$ cat config.mk
export PLATFORM = sky130hd
export DESIGN_NAME = id_ex_stage
export DESIGN_NICKNAME = d
export VERILOG_FILES = /design/src/rtl/id_ex_stage.sv
export SDC_FILE = /design/constraint.sdc
export NUM_CORES = 1
export LEC_CHECK = 0
export ABC_AREA = 0
export CAP_MARGIN = 15
export CORE_UTILIZATION = 35
export DETAILED_ROUTE_END_ITERATION = 10
export PLACE_DENSITY = 0.83
export SYNTH_ARGS = -nofsm -noshare
export SYNTH_HDL_FRONTEND = slang
export SYNTH_SLANG_ARGS = --single-unit
$ cat constraint.sdc
create_clock -name clk -period 8.6 [get_ports clk]
set_input_delay 1.72 -clock clk [delete_from_list [all_inputs] [get_ports clk]]
set_output_delay 1.72 -clock clk [all_outputs]
set_load 0.03 [all_outputs]
$ cat src/rtl/id_ex_stage.sv
// ID/EX pipeline register with load-use hazard detection, flush squashing,
// data-memory hold, register-file write-through bypass and a stall counter.
module id_ex_stage #(
  parameter int unsigned CNT_W = 16
) (
  input  logic             clk,
  input  logic             rst,
  input  logic             id_valid,
  input  logic [31:0]      id_pc,
  input  logic [4:0]       id_rs1,
  input  logic [4:0]       id_rs2,
  input  logic [4:0]       id_rd,
  input  logic             id_uses_rs1,
  input  logic             id_uses_rs2,
  input  logic [31:0]      id_rs1_data,
  input  logic [31:0]      id_rs2_data,
  input  logic [31:0]      id_imm,
  input  logic [3:0]       id_alu_op,
  input  logic             id_alu_src,
  input  logic             id_mem_read,
  input  logic             id_mem_write,
  input  logic             id_reg_write,
  input  logic             id_mem_to_reg,
  input  logic             wb_reg_write,
  input  logic [4:0]       wb_rd,
  input  logic [31:0]      wb_data,
  input  logic             flush,
  input  logic             mem_hold,
  output logic             ex_valid,
  output logic [31:0]      ex_pc,
  output logic [4:0]       ex_rs1,
  output logic [4:0]       ex_rs2,
  output logic [4:0]       ex_rd,
  output logic [31:0]      ex_rs1_data,
  output logic [31:0]      ex_rs2_data,
  output logic [31:0]      ex_imm,
  output logic [3:0]       ex_alu_op,
  output logic             ex_alu_src,
  output logic             ex_mem_read,
  output logic             ex_mem_write,
  output logic             ex_reg_write,
  output logic             ex_mem_to_reg,
  output logic             stall,
  output logic [CNT_W-1:0] stall_cycles
);

  typedef struct packed {
    logic        valid;
    logic [31:0] pc;
    logic [4:0]  rs1;
    logic [4:0]  rs2;
    logic [4:0]  rd;
    logic [31:0] rs1_data;
    logic [31:0] rs2_data;
    logic [31:0] imm;
    logic [3:0]  alu_op;
    logic        alu_src;
    logic        mem_read;
    logic        mem_write;
    logic        reg_write;
    logic        mem_to_reg;
  } ex_t;

  typedef enum logic [1:0] {
    ACT_CAPTURE,
    ACT_HOLD,
    ACT_FLUSH,
    ACT_BUBBLE
  } act_e;

  ex_t              r_ex;
  logic [CNT_W-1:0] r_cnt;
  ex_t              w_cap;
  act_e             w_act;
  logic             w_hz;

  assign w_hz = id_valid & r_ex.valid & r_ex.mem_read & (r_ex.rd != 5'd0) &
                ((id_uses_rs1 & (id_rs1 == r_ex.rd)) |
                 (id_uses_rs2 & (id_rs2 == r_ex.rd)));

  // Hold outranks flush outranks hazard; a flushed ID instruction cannot stall.
  always_comb begin
    w_act = ACT_CAPTURE;
    stall = 1'b0;
    if (mem_hold) begin
      w_act = ACT_HOLD;
      stall = 1'b1;
    end else if (flush) begin
      w_act = ACT_FLUSH;
    end else if (w_hz) begin
      w_act = ACT_BUBBLE;
      stall = 1'b1;
    end
  end

  always_comb begin
    w_cap            = '0;
    w_cap.valid      = id_valid;
    w_cap.pc         = id_pc;
    w_cap.rs1        = id_rs1;
    w_cap.rs2        = id_rs2;
    w_cap.rd         = id_rd;
    w_cap.rs1_data   = (wb_reg_write && wb_rd != 5'd0 && wb_rd == id_rs1) ? wb_data : id_rs1_data;
    w_cap.rs2_data   = (wb_reg_write && wb_rd != 5'd0 && wb_rd == id_rs2) ? wb_data : id_rs2_data;
    w_cap.imm        = id_imm;
    w_cap.alu_op     = id_alu_op;
    w_cap.alu_src    = id_alu_src;
    w_cap.mem_read   = id_mem_read;
    w_cap.mem_write  = id_mem_write;
    w_cap.reg_write  = id_reg_write;
    w_cap.mem_to_reg = id_mem_to_reg;
  end

  always_ff @(posedge clk or posedge rst) begin
    if (rst) begin
      r_ex  <= '0;
      r_cnt <= '0;
    end else begin
      case (w_act)
        ACT_HOLD:    r_ex <= r_ex;
        ACT_FLUSH:   r_ex <= '0;
        ACT_BUBBLE: begin
          r_ex <= '0;
          if (r_cnt != '1) r_cnt <= r_cnt + 1'b1;
        end
        default:     r_ex <= w_cap;
      endcase
    end
  end

  assign ex_valid      = r_ex.valid;
  assign ex_pc         = r_ex.pc;
  assign ex_rs1        = r_ex.rs1;
  assign ex_rs2        = r_ex.rs2;
  assign ex_rd         = r_ex.rd;
  assign ex_rs1_data   = r_ex.rs1_data;
  assign ex_rs2_data   = r_ex.rs2_data;
  assign ex_imm        = r_ex.imm;
  assign ex_alu_op     = r_ex.alu_op;
  assign ex_alu_src    = r_ex.alu_src;
  assign ex_mem_read   = r_ex.mem_read;
  assign ex_mem_write  = r_ex.mem_write;
  assign ex_reg_write  = r_ex.reg_write;
  assign ex_mem_to_reg = r_ex.mem_to_reg;
  assign stall_cycles  = r_cnt;

endmodule

# Word level (Yosys, flattened, before mapping)

Cells that the tools add are included.

Register bits after elaboration: 169
Memories kept: 0
Input bits: 197
Bits in writable memories: 0
Latch bits: 0
Bits in read-only memories: 0

Magnitude comparators: 0
Add/subtract/negate cells: 1
Eq/ne operators: 8
Divide/modulo/power cells: 0
Bitwise gates (word level): 7
Reduce and logical (&&, ||, !) cells: 7
Shift operators: 0
Muxes and demuxes: 9
Multiply operators: 0

Operators with widths:

| kind                                                | number |
|---|---|
| case mux 153 bit (2 select lines)                   | 1 |
| two-way mux 32 bit                                  | 2 |
| equality test 5 bit                                 | 4 |
| adder 16 x 1 -> 16 bit, second input constant       | 1 |
| inequality test 16 bit, second input constant       | 1 |
| nonzero test 5 bit                                  | 2 |
| bitwise AND 1 bit                                   | 6 |
| two-way mux 2 bit                                   | 3 |
| equality test 2 bit, second input constant          | 2 |
| logical AND 1 bit                                   | 3 |
| two-way mux 1 bit                                   | 3 |
| equality test 2 x 1 -> 1 bit, second input constant | 1 |
| AND reduction 2 bit                                 | 1 |
| OR reduction 2 bit                                  | 1 |
| bitwise OR 1 bit                                    | 1 |

# Depth between registers and ports, before layout

Word-level depth: 10
Depth in mapped cells: 8

# Worst setup path before layout

OpenSTA, ideal clock, no wires.

Path type: input -> output
From: input port id_rs1[4]
To: output port stall
Buffers on the path: 0
Setup slack: 4,340 ps
Stages: 5
Arrival time: 2,540 ps
Data required time: 6,880 ps
Cell sequence: xnor2_1 > nand4_1 > o22ai_1 > and2_4 > or2_2

Longest elaborated chain between the ends: 7

RTL lines:

| what                | RTL line | text |
|---|---|---|
| start: declaration  | 10       | `input logic [4:0] id_rs1,` |
| equality test 5 bit | 78       | `((id_uses_rs1 & (id_rs1 == r_ex.rd)) \|` |
| bitwise AND 1 bit   | 78       |  |
| bitwise OR 1 bit    | 78       |  |
| bitwise AND 1 bit   | 77       | `assign w_hz = id_valid & r_ex.valid & r_ex.mem_read & (r_ex.rd != 5'd0) &` |
| two-way mux 1 bit   | 90       | `end else if (w_hz) begin` |
| two-way mux 1 bit   | 88       | `end else if (flush) begin` |
| two-way mux 1 bit   | 85       | `if (mem_hold) begin` |
| end: declaration    | 43       | `output logic stall,` |

No other way between the ends.

# Worst setup path after layout

Ends and elaborated chain as after synthesis.

==> impl_results.rst <==
.. list-table::
   :header-rows: 1

   * - Metric
     - Value
   * - Leakage power total
     - 4.79 nW
   * - Synth warnings
     - 0
   * - Final critical-path required period
     - 5.65 ns
   * - Switching Fraction
     - 29.1%
   * - Num ports
     - 367
   * - Share of synthesized registers carrying an async set or reset
     - 100%
   * - Number of search-and-repair iterations in the first detailed-routing pass
     - 4
   * - Die extent in y
     - 145 microns
   * - Detailed placer's ending HPWL
     - 16800 microns
   * - Post-route clock skew
     - 0.0131 ns
   * - Total die area
     - 0.0210 sq mm
   * - Number of antenna violations at the first check in global routing
     - 0
   * - Startpoint of the lowest-slack hold path
     - ex_rs1_data[22]$_DFFE_PP0P_
   * - Number of input and output port buffers inserted
     - 366
   * - Seq pwr share
     - 42.3%
   * - Maximum fanout count along the critical path
     - 4
   * - Standard-cell row count
     - 51
   * - Number of buffers created by CTS
     - 17
   * - Share of the yosys chip area belonging to registers
     - 59.1%
   * - Most frequently used flop master after synthesis
     - sky130_fd_sc_hd__dfrtp_1
   * - Compound-Gate Fraction of Synth Area
     - 15.8%
   * - Tot Pwr
     - 0.00210 W
   * - Worst setup path class
     - in2out
   * - Flop and latch count out of synthesis
     - 169
   * - Worst Setup Start Kind
     - primary input
   * - Largest buffer count on any clock path
     - 2
   * - Drt wl/cell
     - 18.9 microns
   * - Total net switching power
     - 0.000611 W
   * - Mapped Cells
     - 584
   * - Global-route wire length before repair
     - 36500 microns
   * - CORE AREA
     - 0.0197 sq mm
   * - Dominant combinational cell family by area after synthesis
     - compound AO/OA/AOI/OAI gates
   * - Relative slew margins
     - 21.4%
   * - Synth Cell Area
     - 0.00715 sq mm
   * - Number of global-route vias before repair
     - 6358
   * - Number of flops mapped to enable cells by yosys
     - 0
   * - Number of vias after detailed routing
     - 5974
   * - Total of cells resized after clock tree synthesis
     - 0
   * - Remaining global-route overflow
     - 0
   * - DRC viols
     - 0
   * - Actual transition at the worst max-transition pin
     - 1.18 ns
   * - Clock tree from TritonCTS
     - yes
   * - Largest net degree at the start of global routing
     - 109
   * - RSZ-0062 raised after global routing
     - false
   * - Number of nets in the synthesized netlist
     - 782
   * - Maximum resistive drop on vdd
     - 123 uV
   * - Final hold viol count
     - 0
   * - Vias per cell
     - 4.93
   * - Total length of routed wires
     - 22900 microns
   * - Worst min-delay path class
     - reg2reg
   * - Die span in x
     - 145 microns
   * - Number of nets in the finished design
     - 1132
   * - Postcts setup bufs
     - 0
   * - Largest cells by area after synthesis
     - sky130_fd_sc_hd__dfrtp_1 (59%), sky130_fd_sc_hd__a22o_1 (11%), sky130_fd_sc_hd__mux2i_1 (9.0%), sky130_fd_sc_hd__o21ai_1 (4.3%), sky130_fd_sc_hd__nand2_1 (3.8%)
   * - Share of layout cells above drive strength 1
     - 5.07%
   * - Final count of negative-setup-slack endpoints
     - 0
   * - CTS root buf
     - sky130_fd_sc_hd__clkbuf_16
   * - Type of element capturing the critical path
     - primary output
   * - R2R Path Start
     - ex_rd[0]$_DFFE_PP0P_
   * - Total inserted antenna cells
     - 0
   * - Insertion delay of the later-clocked pin in the worst-skew pair
     - 0.42 ns
   * - Multiplexer share of the synthesized area
     - 9.11%
   * - Required @ worst endpoint
     - 6.88 ns
   * - Period utilization
     - 65.7%
   * - Clock sink count
     - 169
   * - Initial Utilization
     - 36.3%
   * - Most common cell after layout, fill and taps aside
     - sky130_fd_sc_hd__clkdlybuf4s50_1
   * - Clock-pin slew reported for the worst setup and hold paths after clock tree synthesis
     - 0.06 ns
   * - Maximum level of the CTS H-tree
     - 4
   * - Post-synthesis cell type with the largest combined area
     - sky130_fd_sc_hd__dfrtp_1
   * - Netlist cell types
     - 33
   * - Fraction of post-synthesis cell area in the top cell type by area
     - 59.1%
   * - Growth of design area from synthesis to finish
     - 60.9%
   * - Launching instance or port of the critical path
     - id_rs1[4]
   * - Antenna-violating nets left
     - 0
   * - Total track usage
     - 22.4%
   * - Hold bufs inserted after CTS
     - 0
   * - Critical Path AT
     - 3.93 ns
   * - Max Freq
     - 177 MHz
   * - Iter 0 DRT Violations
     - 299
   * - Mean area per synthesized cell
     - 12.2 sq um
   * - Reg-to-reg slack, setup
     - 5.83 ns
   * - Fin. max-slew vios
     - 0
   * - Outcome
     - completed
   * - Max-cap violations
     - 0
   * - Highest-count cells in the layout ignoring fill and taps
     - sky130_fd_sc_hd__clkdlybuf4s50_1 (365), sky130_fd_sc_hd__dfrtp_1 (169), sky130_fd_sc_hd__a22o_1 (89), sky130_fd_sc_hd__nand2_1 (72), sky130_fd_sc_hd__mux2i_1 (64)
   * - Synthesized-area fraction occupied by xor and xnor cells
     - 4.29%
   * - Adder and majority cell fraction of the synthesized area
     - 0.175%
   * - Final total negative setup slack
     - 0 ns
   * - Power share of the combinational group
     - 22.0%
   * - Internal portion of total power
     - 0.00149 W
   * - Clk network pwr share
     - 35.8%
   * - Number of cells traversed by the worst register-to-register path
     - 6
   * - WHS Path Cells
     - 2
   * - Power density relative to cell area
     - 183 mW/mm^2
   * - Final weighted congestion of routability-driven global placement
     - 0.815
   * - Synth Area in Simple Gates
     - 7.63%
## layer usage
layer  global-route usage [%]  wire (microns)
met5                        0               0
met3                     6.42            1450
met1                     26.7            9190
met2                     38.8           11700
met4                     7.34             571
## power groups by stage
| stage | clock network (W) | registers [W] | logic, W |
|---|---|---|---|
| after floorplan | 0 | 0.00101 | 0.000108 |
| after detailed placement | 0 | 0.000902 | 0.000466 |
| after global placement | 0 | 0.000901 | 0.000461 |
| after CTS | 0.000771 | 0.000888 | 0.000467 |
| final | 0.000752 | 0.000888 | 0.000462 |
| after global routing | 0.000809 | 0.000896 | 0.000488 |
## cells in the mapped netlist, types with 2 or more instances
| cell type | n |
|---|---|
| sky130_fd_sc_hd__nor4_4 | 2 |
| sky130_fd_sc_hd__nor2_1 | 5 |
| sky130_fd_sc_hd__nand3_1 | 8 |
| sky130_fd_sc_hd__buf_2 | 10 |
| sky130_fd_sc_hd__nor4_1 | 8 |
| sky130_fd_sc_hd__o21ai_1 | 61 |
| sky130_fd_sc_hd__clkbuf_1 | 17 |
| sky130_fd_sc_hd__and3_1 | 2 |
| sky130_fd_sc_hd__or2_2 | 2 |
| sky130_fd_sc_hd__buf_6 | 13 |
| sky130_fd_sc_hd__o21ai_0 | 3 |
| sky130_fd_sc_hd__dfrtp_1 | 169 |
| sky130_fd_sc_hd__xnor2_1 | 18 |
| sky130_fd_sc_hd__nor3_1 | 4 |
| sky130_fd_sc_hd__inv_1 | 3 |
| sky130_fd_sc_hd__a22o_1 | 89 |
| sky130_fd_sc_hd__xor2_1 | 17 |
| sky130_fd_sc_hd__mux2i_1 | 64 |
| sky130_fd_sc_hd__nand2_1 | 72 |
| sky130_fd_sc_hd__nand4_1 | 4 |
## layout make-up
| cell class | instances | area, sq um |
|---|---|---|
| Tap cell | 265 | 332 |
| Clock inverter | 13 | 138 |
| Clock buffer | 19 | 443 |
| Inverter | 3 | 16.3 |
| Sequential cell | 169 | 4230 |
| Timing Repair Buffer | 372 | 3710 |
| Multi-Input combinational cell | 371 | 2650 |
| Fill cell | 1589 | 8210 |
## cells by family after synthesis
logic type      after synthesis
buf+inv                      44
simple gates                113
mux                          65
flops                       169
xor+xnor                     35
fa+ha+maj                     1
compound gates              157
## critical path: stages
cell,delay [ns]
sky130_fd_sc_hd__clkdlybuf4s50_1,0.63
sky130_fd_sc_hd__xnor2_1,0.16
sky130_fd_sc_hd__nand4_1,0.12
sky130_fd_sc_hd__o22ai_1,0.30
sky130_fd_sc_hd__and2_4,0.23
sky130_fd_sc_hd__or2_2,0.10
sky130_fd_sc_hd__clkdlybuf4s50_1,0.66
## stage by stage
| step | area (sq um) | hold WS (ns) | setup WS (ns) | cells | utilization [%] |
|---|---|---|---|---|---|
| 3_3_place_gp | 10900 | 0.467 | 2.90 | 1180 | 55.4 |
| 2_1_floorplan | 7150 | 0.655 | 2.30 | 584 | - |
| 3_5_place_dp | 10900 | 0.474 | 2.91 | 1180 | 55.4 |
| 6_report | 11500 | 0.482 | 2.95 | 1212 | 58.4 |
| 4_1_cts | 11500 | 0.489 | 2.91 | 1212 | 58.4 |
| 5_1_grt | 11500 | 0.507 | 2.89 | 1212 | 58.4 |
## worst paths after layout
check	endpoint
max	stall
min	ex_rs1_data[22]$_DFFE_PP0P_
max reg2reg	ex_rs2[0]$_DFFE_PP0P_
min reg2reg	ex_rs1_data[22]$_DFFE_PP0P_
max in group asynchronous	ex_pc[10]$_DFFE_PP0P_
min in group asynchronous	ex_rs1_data[3]$_DFFE_PP0P_
Power figures use the tool's default switching activity.
